--- config.mk ---
export PLATFORM = sky130hd
export DESIGN_NAME = lsu_writeback_flat
export DESIGN_NICKNAME = d
export VERILOG_FILES = /design/src/rtl/riscv_lsu_pkg.sv /design/src/rtl/lsu_writeback_if.sv /design/src/rtl/lsu_align.sv /design/src/rtl/lsu_writeback.sv /design/src/flat_wrapper.sv
export SDC_FILE = /design/constraint.sdc
export NUM_CORES = 1
export LEC_CHECK = 0
export ABC_AREA = 0
export CAP_MARGIN = 20
export CORE_MARGIN = 2
export CORE_UTILIZATION = 46
export DETAILED_ROUTE_END_ITERATION = 8
export PLACE_DENSITY_LB_ADDON = 0.2
export SLEW_MARGIN = 20
export SYNTH_ARGS = -nofsm -noshare
export SYNTH_HDL_FRONTEND = slang
export SYNTH_HIERARCHICAL = 1
export SYNTH_SLANG_ARGS = --single-unit
--- constraint.sdc ---
create_clock -name clk -period 6 [get_ports clk]
set_input_delay 1.2 -clock clk [delete_from_list [all_inputs] [get_ports clk]]
set_output_delay 1.2 -clock clk [all_outputs]
set_load 0.01 [all_outputs]
--- src/rtl/riscv_lsu_pkg.sv ---
// Shared encodings for the load/store writeback unit: funct3 values, RF write codes,
// error codes and FSM state encoding, plus small decode helpers.
package riscv_lsu_pkg;

    localparam logic [2:0] F3_B  = 3'b000;
    localparam logic [2:0] F3_H  = 3'b001;
    localparam logic [2:0] F3_W  = 3'b010;
    localparam logic [2:0] F3_BU = 3'b100;
    localparam logic [2:0] F3_HU = 3'b101;

    localparam logic [2:0] WE3_NONE = 3'd0;
    localparam logic [2:0] WE3_LW   = 3'd1;
    localparam logic [2:0] WE3_LB   = 3'd2;
    localparam logic [2:0] WE3_LH   = 3'd3;
    localparam logic [2:0] WE3_LBU  = 3'd4;
    localparam logic [2:0] WE3_LHU  = 3'd5;

    localparam logic [1:0] ERR_OK       = 2'd0;
    localparam logic [1:0] ERR_MISALIGN = 2'd1;
    localparam logic [1:0] ERR_ILLEGAL  = 2'd2;
    localparam logic [1:0] ERR_TIMEOUT  = 2'd3;

    localparam logic [1:0] ST_IDLE = 2'd0;
    localparam logic [1:0] ST_REQ  = 2'd1;
    localparam logic [1:0] ST_WB   = 2'd2;
    localparam logic [1:0] ST_ERR  = 2'd3;

    // Unsigned byte/half variants only exist for loads.
    function automatic logic f3_legal(input logic is_store, input logic [2:0] f3);
        case (f3)
            F3_B, F3_H, F3_W: return 1'b1;
            F3_BU, F3_HU:     return !is_store;
            default:          return 1'b0;
        endcase
    endfunction

    function automatic logic f3_misaligned(input logic [2:0] f3, input logic [1:0] lo);
        case (f3[1:0])
            2'b01:   return lo[0];
            2'b10:   return |lo;
            default: return 1'b0;
        endcase
    endfunction

    function automatic logic [2:0] we3_code(input logic [2:0] f3);
        case (f3)
            F3_W:    return WE3_LW;
            F3_B:    return WE3_LB;
            F3_H:    return WE3_LH;
            F3_BU:   return WE3_LBU;
            F3_HU:   return WE3_LHU;
            default: return WE3_NONE;
        endcase
    endfunction

endpackage

--- src/rtl/lsu_writeback_if.sv ---
// Data-memory request/acknowledge bus between the LSU (master) and memory (slave).
interface lsu_writeback_if;
    logic        mem_req;
    logic        mem_we;
    logic [31:0] mem_addr;
    logic [31:0] mem_wdata;
    logic [3:0]  mem_wstrb;
    logic        mem_ack;
    logic [31:0] mem_rdata;

    modport master (
        output mem_req, mem_we, mem_addr, mem_wdata, mem_wstrb,
        input  mem_ack, mem_rdata
    );

    modport slave (
        input  mem_req, mem_we, mem_addr, mem_wdata, mem_wstrb,
        output mem_ack, mem_rdata
    );
endinterface

--- src/rtl/lsu_align.sv ---
// Combinational lane logic: store data replication/byte strobes and load right-alignment.
// Zero latency; no flow control of its own.
module lsu_align (
    input  logic [1:0]  st_size,
    input  logic [1:0]  st_addr_lo,
    input  logic [31:0] sdata,
    input  logic [1:0]  ld_addr_lo,
    input  logic [31:0] rdata,
    output logic [31:0] st_wdata,
    output logic [3:0]  st_wstrb,
    output logic [31:0] ld_data
);

    always_comb begin
        st_wdata = sdata;
        st_wstrb = 4'b1111;
        case (st_size)
            2'b00: begin
                st_wdata = {4{sdata[7:0]}};
                st_wstrb = 4'b0001 << st_addr_lo;
            end
            2'b01: begin
                st_wdata = {2{sdata[15:0]}};
                st_wstrb = 4'b0011 << st_addr_lo;
            end
            default: begin
                st_wdata = sdata;
                st_wstrb = 4'b1111;
            end
        endcase
    end

    // Extension is the register file's job; only shift the addressed lane down.
    assign ld_data = rdata >> {ld_addr_lo, 3'b000};

endmodule

--- src/rtl/lsu_writeback.sv ---
// Load/store unit: one memory transaction per start, load data right-aligned to the RF port.
// Latency: mem_req the cycle after start; done/rf_we3 the cycle after mem_ack; errors done next cycle.
// Backpressure: mem_req held until mem_ack or timeout; start ignored while busy.
module lsu_writeback
    import riscv_lsu_pkg::*;
#(
    parameter int TIMEOUT = 16,
    parameter int CNT_W   = 5
) (
    input  logic                   clk,
    input  logic                   rst,
    input  logic                   start,
    input  logic                   is_store,
    input  logic [2:0]             funct3,
    input  logic [31:0]            addr,
    input  logic [31:0]            sdata,
    input  logic [4:0]             rd,
    output logic                   busy,
    output logic                   done,
    output logic [1:0]             err,
    lsu_writeback_if.master        mem,
    output logic [4:0]             rf_a3,
    output logic [31:0]            rf_wd3,
    output logic [2:0]             rf_we3
);

    logic [1:0]       state_q, state_d;
    logic [CNT_W-1:0] cnt_q, cnt_d;
    logic             is_store_q, is_store_d;
    logic [2:0]       funct3_q, funct3_d;
    logic [1:0]       addr_lo_q, addr_lo_d;
    logic [4:0]       rd_q, rd_d;

    logic             busy_q, busy_d;
    logic             done_q, done_d;
    logic [1:0]       err_q, err_d;
    logic             mem_req_q, mem_req_d;
    logic             mem_we_q, mem_we_d;
    logic [31:0]      mem_addr_q, mem_addr_d;
    logic [31:0]      mem_wdata_q, mem_wdata_d;
    logic [3:0]       mem_wstrb_q, mem_wstrb_d;
    logic [4:0]       rf_a3_q, rf_a3_d;
    logic [31:0]      rf_wd3_q, rf_wd3_d;
    logic [2:0]       rf_we3_q, rf_we3_d;

    logic [31:0]      st_wdata;
    logic [3:0]       st_wstrb;
    logic [31:0]      ld_data;

    // Store lanes come from the live request inputs; load shift uses the latched offset.
    lsu_align u_align (
        .st_size    (funct3[1:0]),
        .st_addr_lo (addr[1:0]),
        .sdata      (sdata),
        .ld_addr_lo (addr_lo_q),
        .rdata      (mem.mem_rdata),
        .st_wdata   (st_wdata),
        .st_wstrb   (st_wstrb),
        .ld_data    (ld_data)
    );

    always_comb begin
        state_d     = state_q;
        cnt_d       = '0;
        is_store_d  = is_store_q;
        funct3_d    = funct3_q;
        addr_lo_d   = addr_lo_q;
        rd_d        = rd_q;
        done_d      = 1'b0;
        err_d       = ERR_OK;
        mem_req_d   = 1'b0;
        mem_we_d    = 1'b0;
        mem_addr_d  = '0;
        mem_wdata_d = '0;
        mem_wstrb_d = '0;
        rf_a3_d     = '0;
        rf_wd3_d    = '0;
        rf_we3_d    = WE3_NONE;

        case (state_q)
            ST_IDLE: begin
                if (start) begin
                    is_store_d = is_store;
                    funct3_d   = funct3;
                    addr_lo_d  = addr[1:0];
                    rd_d       = rd;
                    if (!f3_legal(is_store, funct3)) begin
                        state_d = ST_ERR;
                        done_d  = 1'b1;
                        err_d   = ERR_ILLEGAL;
                    end else if (f3_misaligned(funct3, addr[1:0])) begin
                        state_d = ST_ERR;
                        done_d  = 1'b1;
                        err_d   = ERR_MISALIGN;
                    end else begin
                        state_d    = ST_REQ;
                        mem_req_d  = 1'b1;
                        mem_we_d   = is_store;
                        mem_addr_d = {addr[31:2], 2'b00};
                        if (is_store) begin
                            mem_wdata_d = st_wdata;
                            mem_wstrb_d = st_wstrb;
                        end
                    end
                end
            end
            ST_REQ: begin
                if (mem.mem_ack) begin
                    state_d = ST_WB;
                    done_d  = 1'b1;
                    // x0 is never written; the register file relies on this.
                    if (!is_store_q && (rd_q != 5'd0)) begin
                        rf_a3_d  = rd_q;
                        rf_wd3_d = ld_data;
                        rf_we3_d = we3_code(funct3_q);
                    end
                end else if (cnt_q == CNT_W'(TIMEOUT - 1)) begin
                    state_d = ST_ERR;
                    done_d  = 1'b1;
                    err_d   = ERR_TIMEOUT;
                end else begin
                    cnt_d       = cnt_q + 1'b1;
                    mem_req_d   = 1'b1;
                    mem_we_d    = mem_we_q;
                    mem_addr_d  = mem_addr_q;
                    mem_wdata_d = mem_wdata_q;
                    mem_wstrb_d = mem_wstrb_q;
                end
            end
            default: state_d = ST_IDLE;
        endcase

        busy_d = (state_d != ST_IDLE);
    end

    always_ff @(posedge clk) begin
        if (!rst) begin
            state_q     <= ST_IDLE;
            cnt_q       <= '0;
            is_store_q  <= 1'b0;
            funct3_q    <= '0;
            addr_lo_q   <= '0;
            rd_q        <= '0;
            busy_q      <= 1'b0;
            done_q      <= 1'b0;
            err_q       <= ERR_OK;
            mem_req_q   <= 1'b0;
            mem_we_q    <= 1'b0;
            mem_addr_q  <= '0;
            mem_wdata_q <= '0;
            mem_wstrb_q <= '0;
            rf_a3_q     <= '0;
            rf_wd3_q    <= '0;
            rf_we3_q    <= WE3_NONE;
        end else begin
            state_q     <= state_d;
            cnt_q       <= cnt_d;
            is_store_q  <= is_store_d;
            funct3_q    <= funct3_d;
            addr_lo_q   <= addr_lo_d;
            rd_q        <= rd_d;
            busy_q      <= busy_d;
            done_q      <= done_d;
            err_q       <= err_d;
            mem_req_q   <= mem_req_d;
            mem_we_q    <= mem_we_d;
            mem_addr_q  <= mem_addr_d;
            mem_wdata_q <= mem_wdata_d;
            mem_wstrb_q <= mem_wstrb_d;
            rf_a3_q     <= rf_a3_d;
            rf_wd3_q    <= rf_wd3_d;
            rf_we3_q    <= rf_we3_d;
        end
    end

    assign busy          = busy_q;
    assign done          = done_q;
    assign err           = err_q;
    assign mem.mem_req   = mem_req_q;
    assign mem.mem_we    = mem_we_q;
    assign mem.mem_addr  = mem_addr_q;
    assign mem.mem_wdata = mem_wdata_q;
    assign mem.mem_wstrb = mem_wstrb_q;
    assign rf_a3         = rf_a3_q;
    assign rf_wd3        = rf_wd3_q;
    assign rf_we3        = rf_we3_q;

endmodule
--- src/flat_wrapper.sv ---
// flat-port wrapper written by rule: the top's interface ports become plain ports
module lsu_writeback_flat import riscv_lsu_pkg::*;
#(
    parameter int TIMEOUT = 16,
    parameter int CNT_W   = 5
)
  (clk, rst, start, is_store, funct3, addr, sdata, rd, busy, done, err, rf_a3, rf_wd3, rf_we3, mem_mem_req, mem_mem_we, mem_mem_addr, mem_mem_wdata, mem_mem_wstrb, mem_mem_ack, mem_mem_rdata);
  lsu_writeback_if mem_i ();
  input  logic clk;
  input  logic rst;
  input  logic start;
  input  logic is_store;
  input  logic [2:0] funct3;
  input  logic [31:0] addr;
  input  logic [31:0] sdata;
  input  logic [4:0] rd;
  output logic busy;
  output logic done;
  output logic [1:0] err;
  output logic [4:0] rf_a3;
  output logic [31:0] rf_wd3;
  output logic [2:0] rf_we3;
  output wire logic [$bits(mem_i.mem_req)-1:0] mem_mem_req;
  output wire logic [$bits(mem_i.mem_we)-1:0] mem_mem_we;
  output wire logic [$bits(mem_i.mem_addr)-1:0] mem_mem_addr;
  output wire logic [$bits(mem_i.mem_wdata)-1:0] mem_mem_wdata;
  output wire logic [$bits(mem_i.mem_wstrb)-1:0] mem_mem_wstrb;
  input wire logic [$bits(mem_i.mem_ack)-1:0] mem_mem_ack;
  input wire logic [$bits(mem_i.mem_rdata)-1:0] mem_mem_rdata;
  assign mem_mem_req = mem_i.mem_req;
  assign mem_mem_we = mem_i.mem_we;
  assign mem_mem_addr = mem_i.mem_addr;
  assign mem_mem_wdata = mem_i.mem_wdata;
  assign mem_mem_wstrb = mem_i.mem_wstrb;
  assign mem_i.mem_ack = mem_mem_ack;
  assign mem_i.mem_rdata = mem_mem_rdata;
  lsu_writeback #(.TIMEOUT(TIMEOUT), .CNT_W(CNT_W)) u_core (.clk(clk), .rst(rst), .start(start), .is_store(is_store), .funct3(funct3), .addr(addr), .sdata(sdata), .rd(rd), .busy(busy), .done(done), .err(err), .mem(mem_i), .rf_a3(rf_a3), .rf_wd3(rf_wd3), .rf_we3(rf_we3));
endmodule
==> out/qor.txt <==
Status = finished, final reports clean
Die X = 111 um
Total GRT Usage = 0.220
Layout Area Growth over Synthesis = 53.4%
Final Routed Wirelength = 13600 um
Synth Cell Area = 5250 sq um
Crit Path Category = input port to flop
Final hold violations = 0
Hold Buf Count CTS = 0
Lkg Pwr = 3.14 nW
Warnings from Yosys = 6
Final HPWL DP = 9630 um
RSZ-0062 raised after global routing = no
Cell Area, Placed = 7420 sq um
Main synth FF type = dfxtp_1
Final Skew = 0.00667 ns
Yosys reg bits = 130
Final antenna diode count = 0
Final Critical Period = 4.06 ns
Final std cells w/o fill = 895
Num rows = 39
Routed length per instance = 15.2 um
Clock tree from TritonCTS = yes
Multiplexer area fraction after synthesis = 0.112
Drt via density = 5.06
Grt total ovfl = 0
Maximum fanout along the worst path = 31
DR pass1 iterations = 4
Share of the synthesized area in the top cell type = 0.496
Num Clock Sinks = 130
Initial antenna violation count = 0
Die Span Y = 111 um
TritonCTS buffer count = 17
Synth Area in Compound Gates = 0.146
Mapped Avg Cell Area = 9.80 sq um
Dpl cells = 863
Sequential share of the synthesized area = 0.496
Setup TNS = 0 ns
Final period utilization = 0.677
Count of different cell masters after synthesis = 42
Leading cell type in the layout, fill and taps excluded = clkdlybuf4s50_1
Simple-Gate Fraction of Synth Area = 0.175
Maximum clock insertion buffer count = 2
Adder-Cell Fraction of Synth Area = 0.0119
Clock Latency Late Sink = 0.40 ns
Cells after synthesis = 536
Count of input and output buffers = 220
Pwr per Cell Area = 280 nW/um^2
Reg clk slew, reported paths = 0.05 ns
Overall via count from detail_route = 4531
Top cells by area, synth = dfxtp_1 (50%), mux2i_1 (7.8%), nand2_1 (6.7%)
Crit end category = flop
Crit path launch type = input port
Most frequent cells in the layout = clkdlybuf4s50_1 (220), dfxtp_1 (130), nand2_1 (94)
Hold crit path type = flop to flop
Iteration-0 DRC Markers = 214
Fmax = 0.246 GHz
Synth area leader = dfxtp_1
Tightest Pin Transition = 1.08 ns
Worst endpoint required time = 6.24 ns
Root buffer cell = clkbuf_16
Initial Util = 0.466
Post-route ant nets = 0
Max VDD drop = 0.192 mV
Largest family of logic cells by synthesized area = simple AND/OR/NAND/NOR gates
Finished Cell Area = 8050 sq um
Post-synth EDFFs = 0
Slew Limit Headroom = 0.278
Vias in the first global route = 4504
GPL Wtd Cong = 0.780
Post-synthesis async set-or-reset flop share = 0
Setup violations, final = 0
Nets = 853
Htree depth = 4
# Post-CTS Setup Buffers = 0
Die ar. = 12300 sq um
Power consumption = 2.26 mW
Final number of max-transition violations = 0
# DRC = 0
Total of max-cap violations = 0
XOR/XNOR share of the synthesized area = 0.00334
Utilization after layout = 0.715
Ports = 223
Largest net degree at the start of global routing = 38
Post-CTS sizing = 0
Layout cells sized above 1 = 0.0758
First-pass GRT wire length = 21800 um
Core area = 11300 sq um
CP Data Arrival Time = 4.30 ns
-- Yosys cell counts, drive strengths merged (8+ instances only) --
master   number
nand2        94
dfxtp       130
nor2         21
a21oi        34
o2bb2ai       8
clkbuf       17
buf          26
and2         47
a21boi       11
mux2         16
a22o         36
o21ai        11
mux2i        41
-- per-layer routing --
metal / part of all wire / vias to the layer above / routed length, um / global-route usage
met2: 0.50 / 156 / 6760 / 0.378
li1: - / 2232 / - / -
met3: 0.075 / 23 / 1020 / 0.0798
met5: 0 / - / 0 / 0
met1: 0.41 / 2120 / 5580 / 0.248
met4: 0.020 / 0 / 268 / 0.0875
-- logic make-up (layout without fill, tap and decap cells) --
kind of cell             count (synthesis)  count (layout)
AND/OR/NAND/NOR                        183             183
flip-flops                             130             130
AO/OA/AOI/OAI                          110             110
multiplexers                            57              57
buffers and inverters                   48             263
adder cells (fa/ha/maj)                  5               5
XOR/XNOR                                 2               2
other                                    1               2
-- registers in the layout (all words and copies together) (netlist names) --
name and flops:
u_core/mem.mem_wdata 32, u_core/rf_wd3 32, u_core/mem.mem_addr 30, u_core/cnt_q 5, u_core/rd_q 5, u_core/rf_a3 5, u_core/mem.mem_wstrb 4, u_core/funct3_q 3
u_core/rf_we3 3, u_core/addr_lo_q 2, u_core/err 2, u_core/state_q 2, u_core/busy 1, u_core/done 1, u_core/is_store_q 1, u_core/mem.mem_req 1
u_core/mem.mem_we 1
-- worst max-delay path, stage by stage --
cell,delay (ns)
clkdlybuf4s50_1,1.07
inv_1,0.16
ha_1,0.28
nor3_1,0.44
a21o_1,0.17
o21a_1,0.86
a21oi_1,0.10
-- area by class of cell --
class	instances	area [sq um]
fill	837	3220
sequential	130	2600
multi-input combinational	359	2380
timing repair buffer	226	2250
clock buffer	23	478
tap	143	179
clock inverter	9	153
inverter	5	18.8
-- report_power, final --
| part | switching [mW] | internal, mW |
|---|---|---|
| Sequential | 0.0139 | 0.889 |
| Combinational | 0.119 | 0.149 |
| Clock | 0.361 | 0.727 |
| Total | 0.494 | 1.76 |
-- through the flow --
step,setup slack [ns],hold WS (ns)
after global routing,1.70,0.465
final,1.94,0.453
after detailed placement,1.52,0.444
after global placement,1.70,0.433
after CTS,1.93,0.454
after floorplan,3.33,0.418
-- worst paths after layout --
check	startpoint	to	slack [ns]	cells past startpoint
min reg2reg	u_core/mem.mem_addr[19]	u_core/mem.mem_addr[19]	0.45	2
max	funct3[0]	u_core/mem.mem_addr[22]	1.94	7
max reg2reg	u_core/cnt_q[0]	u_core/mem.mem_addr[22]	3.32	7
min	u_core/mem.mem_addr[19]	u_core/mem.mem_addr[19]	0.45	2
Power figures use the tool's default switching activity.
